$ cat config.mk
export PLATFORM = sky130hd
export DESIGN_NAME = sound_sequencer_flat
export DESIGN_NICKNAME = d
export VERILOG_FILES = /design/src/rtl/sound_sequencer_if.sv /design/src/rtl/sound_sequencer.sv /design/src/flat_wrapper.sv
export SDC_FILE = /design/constraint.sdc
export NUM_CORES = 1
export LEC_CHECK = 0
export BUFFER_PORTS_ARGS = -buffer_cell sky130_fd_sc_hd__buf_4
export CAP_MARGIN = 20
export CORE_MARGIN = 2
export CORE_UTILIZATION = 55
export CTS_CLUSTER_SIZE = 12
export DETAILED_ROUTE_END_ITERATION = 8
export PLACE_DENSITY = 0.74
export SLEW_MARGIN = 20
export SYNTH_ARGS = -nofsm -noshare
export SYNTH_HDL_FRONTEND = slang
export SYNTH_SLANG_ARGS = --single-unit
$ cat constraint.sdc
create_clock -name clk -period 5 [get_ports clk]
set_clock_uncertainty 0.2 [all_clocks]
set_input_delay 0.25 -clock clk [delete_from_list [all_inputs] [get_ports clk]]
set_output_delay 0.25 -clock clk [all_outputs]
set_load 0.01 [all_outputs]
$ cat src/rtl/sound_sequencer_if.sv
// Note-queue bus between the CPU side and sound_sequencer, plus the tone
// outputs that feed the buzzer generator.
interface sound_sequencer_if #(
    parameter int DEPTH = 8
);
    logic [25:0]              note_period;
    logic [15:0]              note_duration_ms;
    logic                     note_push;
    logic                     stop;
    logic                     fifo_full;
    logic [$clog2(DEPTH):0]   fifo_count;
    logic                     overflow;
    logic                     busy;
    logic                     note_done;
    logic [25:0]              max_count;
    logic                     latch_max_count;

    modport master (
        output note_period, note_duration_ms, note_push, stop,
        input  fifo_full, fifo_count, overflow, busy, note_done,
               max_count, latch_max_count
    );

    modport slave (
        input  note_period, note_duration_ms, note_push, stop,
        output fifo_full, fifo_count, overflow, busy, note_done,
               max_count, latch_max_count
    );
endinterface

$ cat src/rtl/sound_sequencer.sv
// Note scheduler: queues (period, duration) pairs and latches each period into
// the tone generator for its duration. Optional inter-note gap: SOUND_SEQ_GAP_EN.
module sound_sequencer #(
    parameter int DEPTH       = 8,
    parameter int CLKS_PER_MS = 50000,
    parameter int GAP_MS      = 10
) (
    input  logic              clk,
    input  logic              rst_async,
    sound_sequencer_if.slave  bus
);
    localparam int AW    = $clog2(DEPTH);
    localparam int CW    = AW + 1;
    localparam int PRE_W = (CLKS_PER_MS > 1) ? $clog2(CLKS_PER_MS) : 1;
    localparam logic [PRE_W-1:0] PRE_LAST = PRE_W'(CLKS_PER_MS - 1);

    if (DEPTH < 2 || (DEPTH & (DEPTH - 1)) != 0 || CLKS_PER_MS < 1 || GAP_MS < 0) begin : g_bad_params
        $error("sound_sequencer: invalid parameters");
    end

`ifdef SOUND_SEQ_GAP_EN
    typedef enum logic [2:0] {S_IDLE, S_LOAD, S_PLAY, S_SILENCE, S_GAP} state_t;
`else
    typedef enum logic [2:0] {S_IDLE, S_LOAD, S_PLAY, S_SILENCE} state_t;
`endif

    state_t            r_state, w_state_nxt;
    logic [25:0]       r_mem_per [DEPTH];
    logic [15:0]       r_mem_dur [DEPTH];
    logic [AW-1:0]     r_wr_ptr, r_rd_ptr;
    logic [CW-1:0]     r_count, w_count_nxt;
    logic              r_full, r_overflow;
    logic [PRE_W-1:0]  r_pre, w_pre_nxt;
    logic [15:0]       r_ms, w_ms_nxt;
    logic [15:0]       r_dur;
    logic [25:0]       r_max_count;
    logic              r_latch, r_note_done, r_busy;
    logic              w_empty, w_push_ok, w_pop, w_flush, w_take;
    logic              w_ld_note, w_ld_sil, w_last, w_done_nxt;
    logic [25:0]       w_head_per;
    logic [15:0]       w_head_dur;

    assign w_empty    = (r_count == '0);
    assign w_head_per = r_mem_per[r_rd_ptr];
    assign w_head_dur = r_mem_dur[r_rd_ptr];
    assign w_push_ok  = bus.note_push && !r_full && !bus.stop;
    assign w_last     = (r_pre == PRE_LAST) && (r_ms == r_dur - 16'd1);

`ifdef SOUND_SEQ_GAP_EN
    localparam int GAP_CYC = GAP_MS * CLKS_PER_MS;
    localparam int GW      = $clog2(GAP_CYC + 1);
    logic [GW-1:0] r_gap;
    logic          w_gap_done;

    // The zero latch lands in the last PLAY cycle, so GAP itself lasts one
    // cycle less than the silent span that precedes the next latch.
    assign w_gap_done = (int'(r_gap) + 2 >= GAP_CYC);

    always_ff @(posedge clk or posedge rst_async) begin
        if (rst_async)
            r_gap <= '0;
        else if (r_state != S_GAP)
            r_gap <= '0;
        else
            r_gap <= r_gap + 1'b1;
    end
`endif

    always_comb begin
        w_state_nxt = r_state;
        w_pre_nxt   = r_pre;
        w_ms_nxt    = r_ms;
        w_flush     = 1'b0;
        w_take      = 1'b0;
        w_pop       = 1'b0;
        w_ld_note   = 1'b0;
        w_ld_sil    = 1'b0;
        w_done_nxt  = 1'b0;
        if (bus.stop) begin
            w_flush   = 1'b1;
            w_pre_nxt = '0;
            w_ms_nxt  = '0;
            if (r_state == S_IDLE && r_max_count == '0) begin
                w_state_nxt = S_IDLE;
            end else begin
                w_state_nxt = S_SILENCE;
                w_ld_sil    = 1'b1;
            end
        end else begin
            case (r_state)
                S_IDLE: w_take = !w_empty;
                S_LOAD: begin
                    if (r_dur == '0) begin
                        if (!w_empty) w_take = 1'b1;
                        else          w_state_nxt = S_IDLE;
                    end else begin
                        w_state_nxt = S_PLAY;
                        w_pre_nxt   = '0;
                        w_ms_nxt    = '0;
                    end
                end
                S_PLAY: begin
                    if (w_last) begin
                        w_pre_nxt = '0;
                        w_ms_nxt  = '0;
`ifdef SOUND_SEQ_GAP_EN
                        w_state_nxt = S_GAP;
                        if (r_max_count != '0) w_ld_sil = 1'b1;
`else
                        if (!w_empty) begin
                            w_take = 1'b1;
                        end else begin
                            w_state_nxt = S_SILENCE;
                            w_ld_sil    = 1'b1;
                        end
`endif
                    end else if (r_pre == PRE_LAST) begin
                        w_pre_nxt = '0;
                        w_ms_nxt  = r_ms + 16'd1;
                    end else begin
                        w_pre_nxt = r_pre + 1'b1;
                    end
                end
                S_SILENCE: w_state_nxt = S_IDLE;
`ifdef SOUND_SEQ_GAP_EN
                S_GAP: begin
                    if (w_gap_done) begin
                        if (!w_empty) w_take = 1'b1;
                        else          w_state_nxt = S_IDLE;
                    end
                end
`endif
                default: w_state_nxt = S_IDLE;
            endcase
        end
        if (w_take) begin
            w_state_nxt = S_LOAD;
            w_pop       = 1'b1;
            w_ld_note   = (w_head_dur != '0);
        end
        // note_done is registered, so it is raised on entry to the last PLAY cycle
        w_done_nxt = (w_state_nxt == S_PLAY) && (w_pre_nxt == PRE_LAST) &&
                     (w_ms_nxt == r_dur - 16'd1);
`ifdef SOUND_SEQ_GAP_EN
        if (!bus.stop && r_state == S_PLAY && w_done_nxt && r_max_count != '0)
            w_ld_sil = 1'b1;
`endif
    end

    assign w_count_nxt = r_count + CW'(w_push_ok) - CW'(w_pop);

    always_ff @(posedge clk) begin
        if (w_push_ok) begin
            r_mem_per[r_wr_ptr] <= bus.note_period;
            r_mem_dur[r_wr_ptr] <= bus.note_duration_ms;
        end
    end

    always_ff @(posedge clk or posedge rst_async) begin
        if (rst_async) begin
            r_wr_ptr   <= '0;
            r_rd_ptr   <= '0;
            r_count    <= '0;
            r_full     <= 1'b0;
            r_overflow <= 1'b0;
        end else begin
            r_overflow <= bus.note_push && r_full && !bus.stop;
            if (w_flush) begin
                r_wr_ptr <= '0;
                r_rd_ptr <= '0;
                r_count  <= '0;
                r_full   <= 1'b0;
            end else begin
                if (w_push_ok) r_wr_ptr <= r_wr_ptr + 1'b1;
                if (w_pop)     r_rd_ptr <= r_rd_ptr + 1'b1;
                r_count <= w_count_nxt;
                r_full  <= (w_count_nxt == CW'(DEPTH));
            end
        end
    end

    always_ff @(posedge clk or posedge rst_async) begin
        if (rst_async) begin
            r_state     <= S_IDLE;
            r_pre       <= '0;
            r_ms        <= '0;
            r_dur       <= '0;
            r_max_count <= '0;
            r_latch     <= 1'b0;
            r_note_done <= 1'b0;
            r_busy      <= 1'b0;
        end else begin
            r_state     <= w_state_nxt;
            r_pre       <= w_pre_nxt;
            r_ms        <= w_ms_nxt;
            if (w_pop) r_dur <= w_head_dur;
            r_latch     <= w_ld_note | w_ld_sil;
            if (w_ld_note)     r_max_count <= w_head_per;
            else if (w_ld_sil) r_max_count <= '0;
            r_note_done <= w_done_nxt;
            r_busy      <= (w_state_nxt != S_IDLE);
        end
    end

    assign bus.fifo_full       = r_full;
    assign bus.fifo_count      = r_count;
    assign bus.overflow        = r_overflow;
    assign bus.busy            = r_busy;
    assign bus.note_done       = r_note_done;
    assign bus.max_count       = r_max_count;
    assign bus.latch_max_count = r_latch;
endmodule

$ cat src/flat_wrapper.sv
// flat-port wrapper written by rule: the top's interface ports become plain ports
module sound_sequencer_flat 
#(
    parameter int DEPTH       = 8,
    parameter int CLKS_PER_MS = 50000,
    parameter int GAP_MS      = 10
)
  (clk, rst_async, bus_note_period, bus_note_duration_ms, bus_note_push, bus_stop, bus_fifo_full, bus_fifo_count, bus_overflow, bus_busy, bus_note_done, bus_max_count, bus_latch_max_count);
  sound_sequencer_if #(.DEPTH(DEPTH)) bus_i ();
  input  logic clk;
  input  logic rst_async;
  input wire logic [$bits(bus_i.note_period)-1:0] bus_note_period;
  input wire logic [$bits(bus_i.note_duration_ms)-1:0] bus_note_duration_ms;
  input wire logic [$bits(bus_i.note_push)-1:0] bus_note_push;
  input wire logic [$bits(bus_i.stop)-1:0] bus_stop;
  output wire logic [$bits(bus_i.fifo_full)-1:0] bus_fifo_full;
  output wire logic [$bits(bus_i.fifo_count)-1:0] bus_fifo_count;
  output wire logic [$bits(bus_i.overflow)-1:0] bus_overflow;
  output wire logic [$bits(bus_i.busy)-1:0] bus_busy;
  output wire logic [$bits(bus_i.note_done)-1:0] bus_note_done;
  output wire logic [$bits(bus_i.max_count)-1:0] bus_max_count;
  output wire logic [$bits(bus_i.latch_max_count)-1:0] bus_latch_max_count;
  assign bus_i.note_period = bus_note_period;
  assign bus_i.note_duration_ms = bus_note_duration_ms;
  assign bus_i.note_push = bus_note_push;
  assign bus_i.stop = bus_stop;
  assign bus_fifo_full = bus_i.fifo_full;
  assign bus_fifo_count = bus_i.fifo_count;
  assign bus_overflow = bus_i.overflow;
  assign bus_busy = bus_i.busy;
  assign bus_note_done = bus_i.note_done;
  assign bus_max_count = bus_i.max_count;
  assign bus_latch_max_count = bus_i.latch_max_count;
  sound_sequencer #(.DEPTH(DEPTH), .CLKS_PER_MS(CLKS_PER_MS), .GAP_MS(GAP_MS)) u_core (.clk(clk), .rst_async(rst_async), .bus(bus_i));
endmodule
==> results_dict.tcl <==
set metrics [dict create \
    maximum_number_of_pins_on_one_net_before_global_route_repair 55 \
    core_region_area_mm2 0.0327 \
    synth.yosys.warnings 0 \
    number_of_iterations_in_the_first_detailed_routing_pass 5 \
    clock_tree_from_tritoncts "yes" \
    worstPathRequired_ns 5.24 \
    routed-via-count 10776 \
    max_slew_margin_pct 28.2 \
    layout.cell_area.non_filler_mm2 0.0212 \
    path_max_fanout 6 \
    path_type_of_the_worst_min_delay_path "input pin to asynchronous set/reset pin" \
    power_density_mw_per_mm2 403 \
    synthesis.area_mm2 0.0183 \
    floorplan.initialDensity_pct 56.1 \
    critical-path-slowest-cell "sky130_fd_sc_hd__nor4_2" \
    grt_pass1_wl_um 63500 \
    timing_worst_slew_pin_value_ns 1.07 \
    drt_iter0_markers 846 \
    worst_skew_pair.late_latency_ns 0.56 \
    yosysTopAreaCell "sky130_fd_sc_hd__edfxtp_1" \
    postSynthCellCount 1168 \
    floorplan.die_area_mm2 0.0348 \
    dp_hpwl_um 23700 \
    io_pins 81 \
    crit_chain "inv_1, ha_1, or4b_1, nor2_1, xnor2_1, a32oi_1, nor4_2, nand4_1, a211oi_4, ha_1, inv_1, ha_1, a21o_1, a21oi_1, xnor2_1, nor2_1, and4b_1" \
    finalSetupViolations 0 \
    status "finished clean" \
    crit_arrival_ns 4.77 \
    cts.path.max_buffers 3 \
    layout.cells.most_common_list "sky130_fd_sc_hd__edfxtp_1, sky130_fd_sc_hd__buf_4, sky130_fd_sc_hd__dfrtp_1" \
    period_needed_ns 4.52 \
    final_cell_count_no_fill 1773 \
    clkSlewWorstSetupHoldPaths_ns 0.06 \
    syn_to_final_growth_pct 15.8 \
    layout_commonest_cell "sky130_fd_sc_hd__edfxtp_1" \
    report.final.slew_viol_count 0 \
    ant_nets 0 \
    antenna_cells 0 \
    vdd_drop_max_v 0.000343 \
    vias_in_the_first_global_route 10870 \
    worst_setup_ep_type "register" \
    antenna_violations_before_repair 0 \
    grt_overflow_total 0 \
    crit_path_start_kind "register" \
    combined_global_route_utilization_of_all_metal_layers_pct 23.6 \
    die-width_um 187 \
    avgRoutedWirePerCell_um 22.9 \
    clock_tree.htree_level_count 2 \
    postSynth.asyncResetShare_pct 21.5 \
    gp_congestion 0.875 \
    port_buffers 80 \
    crit_top_cell "sky130_fd_sc_hd__ha_1" \
    finalHoldViolCount 0 \
    postPlaceCellArea_mm2 0.0195 \
    cts_root_buf "sky130_fd_sc_hd__clkbuf_16" \
    synth_seq_area_share_pct 67.5 \
    setup_repair_after_global_routing_missed_its_margin "false" \
    fin_total_pwr_mw 8.55 \
    setup_slack_ns 0.476 \
    routed_via_density 6.08 \
    cts_made_buffers 44 \
    detailedPlace.worstSlack_ns 0.539 \
    finish.net_count 1355 \
    synth_nets 1225 \
    yosysUniqueCellTypes 77 \
    synthFlopType "sky130_fd_sc_hd__edfxtp_1" \
    rows 66 \
    rr_worst_depth 17 \
    synthTopCellsByArea "sky130_fd_sc_hd__edfxtp_1, sky130_fd_sc_hd__dfrtp_1, sky130_fd_sc_hd__mux4_2, sky130_fd_sc_hd__mux2i_1, sky130_fd_sc_hd__nand2_1" \
    route.final.wire_length_um 40500 \
    critPathBufInv 2 \
    ys_seq_elements 428 \
    postSynthAreaPerCell_um2 15.7 \
    cap_viol_max_count 0 \
    dp_cells 1649 \
    critical-path-top-delay-family "simple AND/OR/NAND/NOR gates" \
    synth_largest_type_area_fraction_pct 55.0 \
    critical_path_cell_count 17 \
    die_height_um 187 \
    post-route-drc-count 0 \
    post-route-period-util_pct 90.5 \
    crit_path_max_incr_delay_ns 0.55 \
    finalSetupTns_ns 0 \
    synth_edf_count 336 \
    cts.sink_count 428 \
    p_leak_nw 7.23 \
    critPathKind "register to register" \
    drive_gt1_share_pct 21.0 \
    cts_setup_buffers 0 \
    fmaxAchievable_mhz 221 \
]
-- final timing paths --
| kind | start | end | slack [ns] |
|---|---|---|---|
| setup / recovery | u_core.r_dur[0] | u_core.bus.fifo_full | 0.48 |
| hold / removal | rst_async | u_core.bus.max_count[23] | 0.19 |
| setup reg to reg | u_core.r_dur[0] | u_core.bus.fifo_full | 0.48 |
| hold reg to reg | u_core.bus.max_count[22] | u_core.bus.max_count[22] | 0.33 |
| max in group asynchronous | rst_async | u_core.r_ms[7] | 3.38 |
| min in group clk | bus_note_period[17] | u_core.r_mem_per[0][17] | 0.27 |
-- registers in the layout, summed over array words and instances, names as in the netlist --
name	count
u_core.bus.busy	1
u_core.r_ms	16
u_core.bus.overflow	1
u_core.r_mem_per	208
u_core.bus.fifo_full	1
u_core.r_wr_ptr	3
u_core.r_dur	16
u_core.r_rd_ptr	3
u_core.r_mem_dur	128
u_core.bus.note_done	1
u_core.bus.fifo_count	4
u_core.r_state	3
u_core.bus.latch_max_count	1
u_core.bus.max_count	26
u_core.r_pre	16
-- metrics by stage --
step | util [%] | hold slack (ns)
after floorplan | - | 0.149
after global placement | 59.5 | 0.212
after detailed placement | 59.5 | 0.223
after CTS | 64.9 | 0.204
after global routing | 64.9 | 0.255
final | 64.9 | 0.188
-- Yosys cell counts (10+ instances only) --
cell	n
sky130_fd_sc_hd__nor4_1	12
sky130_fd_sc_hd__xor2_1	18
sky130_fd_sc_hd__ha_1	10
sky130_fd_sc_hd__nand3_1	26
sky130_fd_sc_hd__nor3_1	21
sky130_fd_sc_hd__nand2b_1	12
sky130_fd_sc_hd__nand4_1	20
sky130_fd_sc_hd__o21ai_0	30
sky130_fd_sc_hd__xnor2_1	24
sky130_fd_sc_hd__nand2_1	77
sky130_fd_sc_hd__dfrtp_1	92
sky130_fd_sc_hd__nor2_1	73
sky130_fd_sc_hd__mux4_2	84
sky130_fd_sc_hd__o21ai_1	20
sky130_fd_sc_hd__and3_1	15
sky130_fd_sc_hd__a21oi_1	37
sky130_fd_sc_hd__clkbuf_1	40
sky130_fd_sc_hd__edfxtp_1	336
sky130_fd_sc_hd__inv_1	18
sky130_fd_sc_hd__mux2i_1	48
-- cell families after synthesis --
family,share of synthesized area [%]
mux,13.1
flops,67.5
compound gates,4.86
buf+inv,1.95
simple gates,9.64
other cells,0.0204
fa+ha+maj,0.791
xor+xnor,2.13
-- report_power, final --
part           internal (mW)  total (mW)  switching (mW)
clock network           1.74        3.05            1.31
logic                  0.552        1.25           0.697
registers               4.04        4.25           0.217
total                   6.33        8.55            2.22
-- worst reg2reg max path: stages (launching register included) --
cell,delay [ns]
sky130_fd_sc_hd__dfrtp_1,0.42
sky130_fd_sc_hd__inv_1,0.11
sky130_fd_sc_hd__ha_1,0.21
sky130_fd_sc_hd__or4b_1,0.46
sky130_fd_sc_hd__nor2_1,0.21
sky130_fd_sc_hd__xnor2_1,0.15
sky130_fd_sc_hd__a32oi_1,0.09
sky130_fd_sc_hd__nor4_2,0.55
sky130_fd_sc_hd__nand4_1,0.34
sky130_fd_sc_hd__a211oi_4,0.34
sky130_fd_sc_hd__ha_1,0.23
sky130_fd_sc_hd__inv_1,0.06
sky130_fd_sc_hd__ha_1,0.28
sky130_fd_sc_hd__a21o_1,0.18
sky130_fd_sc_hd__a21oi_1,0.18
sky130_fd_sc_hd__xnor2_1,0.14
sky130_fd_sc_hd__nor2_1,0.07
sky130_fd_sc_hd__and4b_1,0.20
-- routing by layer --
metal  part of all wire [%]  global-route usage (%)  routed length (µm)  up-vias
li1                       -                       -                   -     4831
met1                     42                    32.5               16900     5495
met2                     50                    39.6               20300      381
met3                    5.9                    3.40                2380       69
met4                    2.3                    7.30                 934        0
met5                      0                       0                   0        -
-- final cells by class --
type	instances	area, µm²
Clock inverter	12	113
Multi-Input combinational cell	658	5660
Fill cell	2293	11500
Tap cell	442	553
Sequential cell	428	12400
Timing Repair Buffer	148	1220
Inverter	18	70.1
Clock buffer	67	1220
-- repair_timing --
| action | 4_1_cts | 5_1_grt |
|---|---|---|
| resized for setup | 0 | 0 |
| hold buffers | 45 | 0 |
| endpoints found under the hold margin | 413 | 0 |
| setup endpoints to repair | 0 | 0 |
No activity file was read; power rests on OpenSTA's default activity.
